<file path="config.mk">
export PLATFORM = sky130hd
export DESIGN_NAME = control_unit
export DESIGN_NICKNAME = d
export VERILOG_FILES = /design/src/rtl/control_unit.sv
export SDC_FILE = /design/constraint.sdc
export NUM_CORES = 1
export LEC_CHECK = 0
export CORE_AREA = 2 2 39 41
export CTS_BUF_LIST = sky130_fd_sc_hd__clkbuf_16
export DETAILED_ROUTE_END_ITERATION = 8
export DIE_AREA = 0 0 41 43
export GPL_TIMING_DRIVEN = 0
export PLACE_DENSITY_LB_ADDON = 0.15
export SLEW_MARGIN = 20
export SYNTH_ARGS = -nofsm -noshare
export SYNTH_HDL_FRONTEND = slang
export SYNTH_SLANG_ARGS = --single-unit
</file>
<file path="constraint.sdc">
create_clock -name clk -period 1.8 [get_ports clk]
set_input_delay 0.27 -clock clk [delete_from_list [all_inputs] [get_ports clk]]
set_output_delay 0.27 -clock clk [all_outputs]
set_load 0.02 [all_outputs]
</file>
<file path="src/rtl/control_unit.sv">
// Registered main decoder and ALU-control generator for the MIPS datapath.
// Optional build macro CU_IMM_LOGIC_EN adds ANDI/ORI decode.
module control_unit (
  input  logic       clk,
  input  logic       rst,
  input  logic [5:0] opcode,
  input  logic [5:0] Funct,
  output logic [2:0] ALUOp,
  output logic       MemtoReg,
  output logic       MemWrite,
  output logic       Branch,
  output logic       ALUSrc,
  output logic       RegDst,
  output logic       RegWrite,
  output logic       Jump
);

  localparam logic [5:0] OpRType = 6'b000000;
  localparam logic [5:0] OpLw    = 6'b100011;
  localparam logic [5:0] OpSw    = 6'b101011;
  localparam logic [5:0] OpBeq   = 6'b000100;
  localparam logic [5:0] OpAddi  = 6'b001000;
  localparam logic [5:0] OpJ     = 6'b000010;
`ifdef CU_IMM_LOGIC_EN
  localparam logic [5:0] OpAndi  = 6'b001100;
  localparam logic [5:0] OpOri   = 6'b001101;
`endif

  localparam logic [2:0] AluAnd = 3'b000;
  localparam logic [2:0] AluOr  = 3'b001;
  localparam logic [2:0] AluAdd = 3'b010;
  localparam logic [2:0] AluSub = 3'b110;
  localparam logic [2:0] AluSlt = 3'b111;

  logic [2:0] alu_op_d, alu_op_q;
  logic       mem_to_reg_d, mem_to_reg_q;
  logic       mem_write_d, mem_write_q;
  logic       branch_d, branch_q;
  logic       alu_src_d, alu_src_q;
  logic       reg_dst_d, reg_dst_q;
  logic       reg_write_d, reg_write_q;
  logic       jump_d, jump_q;

  always_comb begin
    alu_op_d     = AluAnd;
    mem_to_reg_d = 1'b0;
    mem_write_d  = 1'b0;
    branch_d     = 1'b0;
    alu_src_d    = 1'b0;
    reg_dst_d    = 1'b0;
    reg_write_d  = 1'b0;
    jump_d       = 1'b0;
    case (opcode)
      OpRType: begin
        reg_dst_d   = 1'b1;
        reg_write_d = 1'b1;
        case (Funct)
          6'b100010: alu_op_d = AluSub;
          6'b100100: alu_op_d = AluAnd;
          6'b100101: alu_op_d = AluOr;
          6'b101010: alu_op_d = AluSlt;
          // add and every unrecognised Funct fall back to ADD
          default:   alu_op_d = AluAdd;
        endcase
      end
      OpLw: begin
        alu_src_d    = 1'b1;
        mem_to_reg_d = 1'b1;
        reg_write_d  = 1'b1;
        alu_op_d     = AluAdd;
      end
      OpSw: begin
        alu_src_d   = 1'b1;
        mem_write_d = 1'b1;
        alu_op_d    = AluAdd;
      end
      OpBeq: begin
        branch_d = 1'b1;
        alu_op_d = AluSub;
      end
      OpAddi: begin
        alu_src_d   = 1'b1;
        reg_write_d = 1'b1;
        alu_op_d    = AluAdd;
      end
      OpJ: begin
        jump_d = 1'b1;
      end
`ifdef CU_IMM_LOGIC_EN
      OpAndi: begin
        alu_src_d   = 1'b1;
        reg_write_d = 1'b1;
        alu_op_d    = AluAnd;
      end
      OpOri: begin
        alu_src_d   = 1'b1;
        reg_write_d = 1'b1;
        alu_op_d    = AluOr;
      end
`endif
      default: ;
    endcase
  end

  always_ff @(posedge clk) begin
    if (rst) begin
      alu_op_q     <= 3'b000;
      mem_to_reg_q <= 1'b0;
      mem_write_q  <= 1'b0;
      branch_q     <= 1'b0;
      alu_src_q    <= 1'b0;
      reg_dst_q    <= 1'b0;
      reg_write_q  <= 1'b0;
      jump_q       <= 1'b0;
    end else begin
      alu_op_q     <= alu_op_d;
      mem_to_reg_q <= mem_to_reg_d;
      mem_write_q  <= mem_write_d;
      branch_q     <= branch_d;
      alu_src_q    <= alu_src_d;
      reg_dst_q    <= reg_dst_d;
      reg_write_q  <= reg_write_d;
      jump_q       <= jump_d;
    end
  end

  assign ALUOp    = alu_op_q;
  assign MemtoReg = mem_to_reg_q;
  assign MemWrite = mem_write_q;
  assign Branch   = branch_q;
  assign ALUSrc   = alu_src_q;
  assign RegDst   = reg_dst_q;
  assign RegWrite = reg_write_q;
  assign Jump     = jump_q;

endmodule

</file>
==> Word level (Yosys, flattened, before mapping) <==
Cells that the tools add are included.
{ "totals": {"wordCells": 29, "out_inout_bits": 10, "inputBits": 14, "regBits": 10} }
{ "classes": {"reduce_logical": 3, "mux": 9, "n_eq_ne": 9} }
{ "ops": {"columns": ["operator", "n"], "rows": [
  ["== test 6 bit, second input constant", 6],
  ["case mux 3 bit (4 select lines)", 1],
  ["case mux 3 bit (3 select lines)", 1],
  ["two-way mux 1 bit", 7],
  ["== test 6 x 2 -> 1 bit, second input constant", 1],
  ["== test 6 x 3 -> 1 bit, second input constant", 1],
  ["== test 6 x 4 -> 1 bit, second input constant", 1],
  ["logical NOT 6 bit", 1],
  ["OR reduction 3 bit", 2]
]} }

==> Depth between registers and ports, before layout <==
{ "logic_depth": {"depth_word": 3, "depth_mapped": 3, "depth_no_buf": 3} }

==> Least setup slack after synthesis <==
OpenSTA, ideal clock, no wires.
{ "synth_timing": {"kind": "input to register", "start": "in Funct[4]", "end": "reg alu_op_q[0], in the netlist ALUOp[0]", "slack_ns": 0.798, "path_stages": 3, "setup_ns": 0.066, "n_path_buf": 0, "arrival_time_ns": 0.936, "required_ns": 1.734, "cell_sequence": "nand4bb_1 or3b_1 a21boi_2"} }
{ "synth_via": {"elab_chain_cells": 3, "word_cells_on_any_way": 6, "classes_between": "eq/ne (4); mux (2)"} }
{ "synth_rtl": {"columns": ["element", "line_no", "rtl"], "rows": [
  ["from (decl)", "7", "input logic [5:0] Funct,"],
  ["== test 6 bit", "57", "case (Funct)"],
  ["case mux 3 bit (4 select lines) *", "57", null],
  ["case mux 3 bit (3 select lines) *", "53", "case (opcode)"],
  ["to (signal assigned)", "116", "alu_op_q <= alu_op_d;"],
  ["to (decl)", "35", "logic [2:0] alu_op_d, alu_op_q;"]
]} }
Every way passes the cells marked *; elsewhere a longest branch is shown, timed or not.
A chain may end at the register's enable or synchronous reset.

==> Final worst setup path <==
{ "layout_timing": {"start": "reg alu_op_q[2], in the netlist ALUOp[2]", "end": "out ALUOp[2]"} }
{ "layout_lines": {"columns": ["element", "line_no", "rtl"], "rows": [
  ["to (decl)", "8", "output logic [2:0] ALUOp,"]
]} }
No word-level cell between the ends.

==> qor.csv <==
stage;metric;value;unit
sta;crit share post-route;77.44;%
synth;Yosys warnings;0;
worst_setup_path;Buf/Inv on CP;1;
power;combinational power share;9.2;%
layout;Multi-input gate area;196.4;um2
clock_tree;Clock Tree Buf Depth;2;
detailed_routing;vias per cell;4.512;
detailed_routing;vias;370;
sta;final hold vios;0;
detailed_routing;first drt pass iteration count;2;
power;Psw;118.1;uW
worst_setup_path;Critical Path AT;1.12;ns
power;Int Power;551.5;uW
floorplanning;Row Count;14;
clock_tree;Clock Tree Root;clkbuf_16;
global_routing;largest net degree at the start of global routing;7;
synth;post-synthesis mux area share;0;%
floorplanning;Core Box Area;1384;um2
worst_setup_path;Worst Setup End Kind;primary output;
power;sequential share of power;33.6;%
hold_path;Hold Crit Class;input port to flop;
synth;net count after synthesis;53;
worst_setup_path;slowest CP cell;clkdlybuf4s50_1;
floorplanning;Die Wd;41;um
synth;Synth Area in Adders;0;%
floorplanning;Die ar.;1763;um2
clock_tree;Clock transition at path regs;0.04;ns
layout;commonest non-fill, non-tap cells in the layout;clkdlybuf4s50_1, dfxtp_1, nor2_1, clkbuf_16;
synth;xor and xnor fraction of the mapped netlist area;0;%
synth;complex-gate fraction of the synthesized area;11.88;%
detailed_routing;Final ANT Viol Nets;0;
layout;most common cell after layout, fill and taps aside;clkdlybuf4s50_1;
power;Worst VDD drop;0.0006178;V
layout;final design utilization;52.71;%
floorplanning;Starting Density;28.93;%
sta;Max transition margin;76.02;%
worst_setup_path;CP peak stage delay;0.59;ns
worst_setup_path;Critical Path RT;1.53;ns
layout;final antenna diode count;0;
detailed_routing;WL/cell;9.829;um
synth;Synth Cell Area;400.4;um2
detailed_routing;DRC Markers;0;
sta;achievable frequency;717.4;MHz
layout;Reg area;200.2;um2
flow_run;Max Cap Viol;0;
sta;Fin Hold WS;0.6852;ns
sta;Tightest Pin Transition;0.3570;ns
global_routing;vias in the first global route;334;
synth;Synth Area per Inst;10.27;um2
detailed_routing;routed wire length;806;um
power;Power Total;669.5;uW
worst_setup_path;crit path kind;flop to primary output;
sta;Final setup viols;0;
worst_setup_path;largest delay contributor family on the critical path;buffers and inverters;
global_routing;gr usage total;11.03;%
detailed_routing;Iter 0 DRT Violations;4;
place;dpl ws;0.2024;ns
place;DP HPWL;651.1;um
global_routing;initial antenna violation count;0;
clock_tree;Resize count post-CTS;0;
worst_setup_path;crit start category;flop;
global_routing;Congestion Overflow GR;0;
synth;Synth Instances;39;
sta;RSZ-0062 raised after global routing;false;
layout;Area Overhead vs Synth;82.19;%
status;status;finished clean;
synth;simple-gate share of the synthesized area;37.19;%
place;port bufs;23;
power;Clock Power Share;57.2;%
power;Sw Ratio;17.63;%
clock_tree;total clock sinks;10;
sta;worst setup margin;0.4062;ns
synth;flops & latches, synth;10;
layout;layout cells sized above 1;7.576;%
clock_tree;number of buffers created by CTS;3;
synth;Yosys cell types;23;
power;pwr dens;917.9;nW/um2
clock_tree;CTS tree;yes;
floorplanning;# IOs;24;
clock_tree;# Post-CTS Setup Buffers;0;
sta;Slew Viols, Final;0;
power;leakage power;0.2660;nW
clock_tree;Post-CTS Hold Buffers;0;
sta;setup_tns;0;ns
layout;FILL cells;132;
clock_tree;H-tree levels;1;
synth;sequential area share after synthesis;50.00;%
floorplanning;Die Span Y;43;um
sta;Final min period;1.394;ns
place;GPL Wtd Cong;0.7346;
layout;Layout Nets;81;
synth;largest family of logic cells by synthesized area;simple AND/OR/NAND/NOR gates;
global_routing;first-pass GRT wire length;1.283;mm
worst_setup_path;CP Cell Sequence;clkdlybuf4s50_1;
worst_setup_path;Crit Path Max Fanout;1;
-- power by group through the flow --
| stage | sequential, mW | clock (mW) | combinational, mW |
|---|---|---|---|
| 3_5_place_dp | 0.229 | 0 | 0.0614 |
| 6_report | 0.225 | 0.383 | 0.0617 |
| 3_3_place_gp | 0.229 | 0 | 0.0613 |
| 2_1_floorplan | 0.232 | 0 | 0.0142 |
| 4_1_cts | 0.225 | 0.387 | 0.0620 |
| 5_1_grt | 0.225 | 0.405 | 0.0666 |
-- synth_stat cells, drive strengths merged --
library cell | number | area share (%)
or3 | 1 | 1.6
and2 | 2 | 3.1
and4b | 1 | 2.5
nor3 | 1 | 1.2
a22oi | 1 | 1.9
nand4 | 1 | 1.6
nor2 | 6 | 5.6
o211ai | 2 | 3.7
nand2b | 1 | 1.6
nand4b | 1 | 2.2
a31oi | 1 | 1.6
o21a | 1 | 1.9
dfxtp | 10 | 50
a21boi | 1 | 2.8
nor3b | 1 | 1.9
or3b | 1 | 2.2
and3 | 1 | 1.6
nor2b | 1 | 1.6
nand2 | 1 | 0.94
inv | 1 | 0.94
nor4 | 2 | 6.9
nand4bb | 1 | 2.8
-- metal layers --
| layer | GRT usage, % | up-vias | part of all wire, % |
|---|---|---|---|
| li1 | - | 198 | - |
| met3 | 4.712 | 0 | 5.7 |
| met1 | 13.46 | 161 | 43 |
| met4 | 8.000 | 0 | 0 |
| met2 | 14.69 | 11 | 51 |
| met5 | 0 | - | 0 |
-- registers in the layout (all words and copies together), names as in the netlist --
| signal | cells |
|---|---|
| Jump | 1 |
| ALUSrc | 1 |
| RegWrite | 1 |
| RegDst | 1 |
| Branch | 1 |
| MemtoReg | 1 |
| MemWrite | 1 |
| ALUOp | 3 |
-- stage by stage --
step,instances,area [um2]
final,82,729.5
after global routing,82,729.5
after CTS,82,729.5
after detailed placement,78,650.6
after global placement,78,650.6
after floorplan,39,400.4
-- cells by family after synthesis --
family                 Yosys count
buffers and inverters            1
DFF                             10
AOI/OAI and AO/OA                6
and+or+nand+nor                 22
-- final timing paths --
check | startpoint | end | slack, ns | cells after the start
worst max-delay path | ALUOp[2] | ALUOp[2] | 0.41 | 1
worst min-delay path | Funct[1] | ALUOp[0] | 0.69 | 3
-- layout make-up --
class                   count  area share [%]
clock inverters             1          0.5146
inverters                   1          0.5146
clock buffers               3           10.29
flip-flops and latches     10           27.44
multi-input cells          28           26.93
well taps                  16           2.744
repair buffers             23           31.56
Note: power is estimated with default switching activity, not from simulation.
